## config.mk

```make
export PLATFORM = sky130hd
export DESIGN_NAME = alu_op_issue
export DESIGN_NICKNAME = d
export VERILOG_FILES = /design/src/rtl/alu_pkg.sv /design/src/rtl/alu_issue_skid.sv /design/src/rtl/alu_op_issue.sv
export SDC_FILE = /design/constraint.sdc
export NUM_CORES = 1
export LEC_CHECK = 0
export ABC_AREA = 1
export BUFFER_PORTS_ARGS = -buffer_cell sky130_fd_sc_hd__buf_4
export CAP_MARGIN = 10
export CORE_MARGIN = 2
export CORE_UTILIZATION = 55
export DETAILED_ROUTE_END_ITERATION = 16
export GPL_TIMING_DRIVEN = 0
export PLACE_DENSITY = 0.82
export SYNTH_ARGS = -nofsm -noshare
export SYNTH_HDL_FRONTEND = slang
export SYNTH_SLANG_ARGS = --single-unit
```

## constraint.sdc

```tcl
create_clock -name clk -period 20.4 [get_ports clk]
set_clock_uncertainty 0.15 [all_clocks]
set_input_delay 2.04 -clock clk [delete_from_list [all_inputs] [get_ports clk]]
set_output_delay 2.04 -clock clk [all_outputs]
set_load 0.02 [all_outputs]
```

## src/rtl/alu_pkg.sv

```systemverilog
`default_nettype none
// ============================================================================
//  Module   : alu_pkg
//  Purpose  : Op-code constants and ALUOp encoding shared between the issue
//             stage (alu_op_issue) and the EX-stage ALU.
//  Contents : OP_AND / OP_OR / OP_ADD / OP_SUB / OP_NONE  - 4-bit ALU op codes
//             alu_op_e                                    - 2-bit ALUOp class
//             alu_dec_t                                   - decode result
//  Revision : 1.0  initial release
// ============================================================================
package alu_pkg;

    localparam logic [3:0] OP_AND  = 4'b0000;
    localparam logic [3:0] OP_OR   = 4'b0001;
    localparam logic [3:0] OP_ADD  = 4'b0010;
    localparam logic [3:0] OP_SUB  = 4'b0110;
    // The ALU drives a zero result for this code.
    localparam logic [3:0] OP_NONE = 4'b1111;

    typedef enum logic [1:0] {
        ALUOP_MEM = 2'b00,  // load/store address add
        ALUOP_BR  = 2'b01,  // branch compare subtract
        ALUOP_R   = 2'b10,  // R-type, refined by funct7[5]/funct3
        ALUOP_RSV = 2'b11   // reserved, always illegal
    } alu_op_e;

    typedef struct packed {
        logic       illegal;
        logic [3:0] operation;
    } alu_dec_t;

endpackage : alu_pkg
`default_nettype wire

```

## src/rtl/alu_issue_skid.sv

```systemverilog
`default_nettype none
// ============================================================================
//  Module   : alu_issue_skid
//  Purpose  : Generic 2-entry (main + skid) valid/ready buffer. The output
//             payload always comes straight from the main register, so there
//             is no combinational path from input to output. in_ready is a
//             direct function of the skid flop (ready iff skid empty).
//  Ports    : clk        in   clock
//             reset      in   async active-high reset
//             flush      in   sync, empties both entries
//             in_valid   in   upstream valid
//             in_ready   out  skid entry empty
//             in_data    in   DATA_W payload
//             out_valid  out  main entry occupied
//             out_ready  in   downstream accepts
//             out_data   out  DATA_W payload from main entry
//  Revision : 1.0  initial release
// ============================================================================
module alu_issue_skid #(
    parameter int DATA_W = 133
) (
    input  logic              clk,
    input  logic              reset,
    input  logic              flush,
    input  logic              in_valid,
    output logic              in_ready,
    input  logic [DATA_W-1:0] in_data,
    output logic              out_valid,
    input  logic              out_ready,
    output logic [DATA_W-1:0] out_data
);

    logic              r_main_valid;
    logic              r_skid_valid;
    logic [DATA_W-1:0] r_main_data;
    logic [DATA_W-1:0] r_skid_data;
    logic              w_in_fire;

    // Input can only land when the skid slot is free; when full the only
    // legal move is skid -> main, so no input is taken that cycle.
    assign w_in_fire = in_valid & ~r_skid_valid;

    always_ff @(posedge clk or posedge reset) begin
        if (reset) begin
            r_main_valid <= 1'b0;
            r_skid_valid <= 1'b0;
            r_main_data  <= '0;
            r_skid_data  <= '0;
        end else if (flush) begin
            // Payload registers keep their last value; valids qualify them.
            r_main_valid <= 1'b0;
            r_skid_valid <= 1'b0;
        end else if (r_skid_valid) begin
            if (out_ready) begin
                r_main_data  <= r_skid_data;
                r_skid_valid <= 1'b0;
            end
        end else if (r_main_valid) begin
            if (out_ready) begin
                // Main drains and refills in the same cycle for full rate.
                if (w_in_fire) begin
                    r_main_data <= in_data;
                end else begin
                    r_main_valid <= 1'b0;
                end
            end else if (w_in_fire) begin
                r_skid_data  <= in_data;
                r_skid_valid <= 1'b1;
            end
        end else if (w_in_fire) begin
            r_main_data  <= in_data;
            r_main_valid <= 1'b1;
        end
    end

    assign in_ready  = ~r_skid_valid;
    assign out_valid = r_main_valid;
    assign out_data  = r_main_data;

endmodule : alu_issue_skid
`default_nettype wire

```

## src/rtl/alu_op_issue.sv

```systemverilog
`default_nettype none
// ============================================================================
//  Module   : alu_op_issue
//  Purpose  : Producer side of the ALU operation interface. Decodes
//             ALUOp/funct3/funct7[5] into the 4-bit ALU op code and issues it,
//             with both operands, through a 2-entry skid buffer to the EX ALU.
//             Supports a synchronous flush for branch mispredicts.
//  Ports    : clk        in   clock
//             reset      in   async active-high reset
//             flush      in   drop all buffered ops and the op presented now
//             in_valid   in   upstream op valid
//             in_ready   out  block can accept an op this cycle
//             alu_op     in   [1:0] ALUOp class (see alu_op_e)
//             funct3     in   [2:0] instruction funct3
//             funct7_5   in   instruction bit 30
//             rs1_data   in   [WIDTH-1:0] operand 1
//             rs2_data   in   [WIDTH-1:0] operand 2
//             out_valid  out  operation/data1/data2/illegal valid
//             out_ready  in   ALU accepts this cycle
//             operation  out  [3:0] ALU op code
//             data1      out  [WIDTH-1:0] operand 1 to ALU
//             data2      out  [WIDTH-1:0] operand 2 to ALU
//             illegal    out  decode failed, operation = OP_NONE
//  Revision : 1.0  initial release
// ============================================================================
module alu_op_issue
    import alu_pkg::*;
#(
    parameter int WIDTH = 64
) (
    input  logic             clk,
    input  logic             reset,
    input  logic             flush,
    input  logic             in_valid,
    output logic             in_ready,
    input  logic [1:0]       alu_op,
    input  logic [2:0]       funct3,
    input  logic             funct7_5,
    input  logic [WIDTH-1:0] rs1_data,
    input  logic [WIDTH-1:0] rs2_data,
    output logic             out_valid,
    input  logic             out_ready,
    output logic [3:0]       operation,
    output logic [WIDTH-1:0] data1,
    output logic [WIDTH-1:0] data2,
    output logic             illegal
);

    // Payload layout: {illegal, operation[3:0], data1, data2}
    localparam int c_PAYLOAD_W = 2 * WIDTH + 5;

    function automatic alu_dec_t decode(
        input logic [1:0] op_class,
        input logic       f7_5,
        input logic [2:0] f3
    );
        alu_dec_t d;
        d.illegal   = 1'b0;
        d.operation = OP_NONE;
        case (alu_op_e'(op_class))
            ALUOP_MEM: d.operation = OP_ADD;
            ALUOP_BR:  d.operation = OP_SUB;
            ALUOP_R: begin
                case ({f7_5, f3})
                    4'b0_000: d.operation = OP_ADD;
                    4'b1_000: d.operation = OP_SUB;
                    4'b0_111: d.operation = OP_AND;
                    4'b0_110: d.operation = OP_OR;
                    default:  d.illegal   = 1'b1;
                endcase
            end
            ALUOP_RSV: d.illegal = 1'b1;
        endcase
        return d;
    endfunction

    alu_dec_t                 w_dec;
    logic [c_PAYLOAD_W-1:0]   w_in_payload;
    logic [c_PAYLOAD_W-1:0]   w_out_payload;
    logic                     w_in_valid;

    assign w_dec        = decode(alu_op, funct7_5, funct3);
    assign w_in_payload = {w_dec.illegal, w_dec.operation, rs1_data, rs2_data};

    // An op presented together with flush belongs to the squashed path.
    assign w_in_valid   = in_valid & ~flush;

    alu_issue_skid #(
        .DATA_W (c_PAYLOAD_W)
    ) u_skid (
        .clk       (clk),
        .reset     (reset),
        .flush     (flush),
        .in_valid  (w_in_valid),
        .in_ready  (in_ready),
        .in_data   (w_in_payload),
        .out_valid (out_valid),
        .out_ready (out_ready),
        .out_data  (w_out_payload)
    );

    assign illegal   = w_out_payload[c_PAYLOAD_W-1];
    assign operation = w_out_payload[c_PAYLOAD_W-2 -: 4];
    assign data1     = w_out_payload[2*WIDTH-1 -: WIDTH];
    assign data2     = w_out_payload[WIDTH-1:0];

endmodule : alu_op_issue
`default_nettype wire
```

==> flow_summary.toml <==
[power_and_ir_drop]
ir_drop_mv = 0.0661
power_density_mw_per_mm2 = 106
p_leak_nw = 7.59

[grt]
overflow = 0
grt_max_degree = 107
grt_first_pass_wirelength_um = 49300
track_usage_pct = 28.4
grt_pass1_vias = 9617
antenna_found_initial = 0

[clocking]
cts.path.max_buffers = 3
cts_made_buffers = 29
root_buffer = "clkbuf_16"
clk_pin_slew_ns = 0.06
clock_sinks = 268
cts-htree-levels = 1
hold_buffers = 0
cts_tree = "done"
postCtsResizedCells = 0
cts_setup_buffers = 0
insertion_delay_ns = 0.55

[drt]
drc = 0
dr.pass1.iters = 5
drtAntennaViolNets = 0
wl_per_cell_um = 17.0
via_count = 9668
routed_wl_um = 30900
first_iter_violations = 556
avgViaCountPerCell = 5.33

[synth]
ys_seq_area_share_pct = 59.8
synth_most_common_cell = "nand2_1"
syn-num-nets = 1357
synth_top_area_cell = "dfrtp_1"
synth_top_area_share_pct = 59.8
ys_top_cells_by_area = "dfrtp_1, nand2_1, mux2i_1, o21ai_1, o21ai_0"
syn_inst = 1218
async_flop_share_pct = 100
synth_ff_type = "dfrtp_1"
syn_area_sq_mm = 0.0112
ys_ff_latch = 268
yosysWarnings = 0
ys_top_cells_by_count = "nand2_1, dfrtp_1, o21ai_1, mux2i_1, o21ai_0"
synth-edff-count = 0
ys_types = 19
syn_area_per_cell_sq_um = 9.21

[timing]
drv_slew = 0
fin_ws_ns = 16.42
holdWs_ns = 0.329
rsz0062_at_grt = "false"
fmax_mhz = 252
worst_slew_pin_slew_ns = 0.557
timing.final.crit_share_pct = 19.5
timing.final.crit_period_ns = 3.98
tns_ns = 0
max_slew_margin_pct = 62.9
finalHoldViolCount = 0
setup_violations = 0

[finish]
synthToLayoutAreaGrowth_pct = 30.0
drive_above_1_share_pct = 23.9
fill_cells = 1494
nets = 1663
instances_no_fill = 1815
post-route-util_pct = 72.5
seq_area_sq_mm = 0.00671
n_antenna_cell = 0
multi_input_area_sq_mm = 0.00399

[die]
pin_count = 274
dieHeight_um = 147
row_count = 52
start_util_pct = 55.8
die_x_um = 147
fp.coreArea_sq_mm = 0.0201
die_area_sq_mm = 0.0215

[critical_path]
critPathLaunchType = "flop"
cp_cell_sequence = "inv_2, clkbuf_1, buf_4"
slowest_stage = "clkbuf_1"
arrival_ns = 1.79
path_class = "flop to output port"
critPathMaxFanout = 10
max_stage_delay_ns = 0.44
crit_path_end_kind = "output port"
cp.required_ns = 18.21

[placed_design]
dp.cells = 1763
pre_cts_slack_ns = 16.64
hpwl_um = 21300
io_buffers = 273
place_congestion = 0.829

[job]
drv_cap = 0

[min_path]
hp-class = "flop to flop"

[run_status]
status = "completed"
critical path: cells and delay by family, from the launching register on:
family	cells	cell delay [ns]
flip-flops	1	0.40
buffers and inverters	3	0.84
power by group:
part | switching [mW] | internal, mW
combinational | 0.189 | 0.143
sequential | 0.0670 | 0.647
clock | 0.210 | 0.290
metal layers:
metal / global-route usage (%) / routed length, um / vias up
li1: - / - / 4521
met1: 37.8 / 12500 / 4687
met2: 46.6 / 14900 / 386
met3: 6.02 / 2410 / 74
met4: 10.5 / 1080 / 0
met5: 0 / 0 / -
sequential cells by signal, summed over array words and instances (netlist names):
name                 cells
u_skid.out_valid         1
u_skid.r_skid_valid      1
u_skid.out_data        133
u_skid.r_skid_data     133
per-stage QoR:
stage | area (sq um) | power, mW
final | 14600 | 1.55
after global routing | 14600 | 1.62
after CTS | 14600 | 1.55
after detailed placement | 13700 | 1.05
after global placement | 13600 | 1.03
after floorplan | 11200 | 0.890
worst paths after layout:
kind                                               from  cells past startpoint  slack (ns)                      end
worst max-delay path                u_skid.r_skid_valid                      3       16.42                 in_ready
worst min-delay path            u_skid.r_skid_data[132]                      2        0.33  u_skid.r_skid_data[132]
worst max register to register      u_skid.r_skid_valid                      8       18.40      u_skid.out_data[69]
worst min register to register  u_skid.r_skid_data[132]                      2        0.33  u_skid.r_skid_data[132]
min in group asynchronous                         reset                      2        1.37      u_skid.out_data[53]
max in group asynchronous                         reset                      4       17.41      u_skid.out_data[93]
layout by cell type (no fill, tap or decap), drive strengths merged:
| cell | n |
|---|---|
| a21oi | 4 |
| nor2 | 12 |
| inv | 45 |
| clkbuf | 74 |
| buf | 319 |
| dfrtp | 268 |
| nand4 | 2 |
| clkinv | 7 |
| o21ai | 196 |
| o211ai | 1 |
| nand2 | 515 |
| nand3 | 5 |
| clkinvlp | 1 |
| mux2i | 96 |
cells by family (layout without fill, tap and decap cells):
family,count (synthesis),after routing,share of synthesized area [%]
AO/OA/AOI/OAI,201,201,8.99
flip-flops,268,268,59.8
buffers and inverters,119,446,4.60
multiplexers,96,96,8.57
AND/OR/NAND/NOR,534,534,18.0
cell type report:
| class | count | area share [%] |
|---|---|---|
| repair buffers | 275 | 14.4 |
| clock inverters | 10 | 0.429 |
| plain buffers | 76 | 2.43 |
| multi-input cells | 831 | 27.4 |
| well taps | 270 | 2.32 |
| inverters | 43 | 1.16 |
| clock buffers | 42 | 5.86 |
| flip-flops and latches | 268 | 46.0 |
No activity file was read; power rests on OpenSTA's default activity.
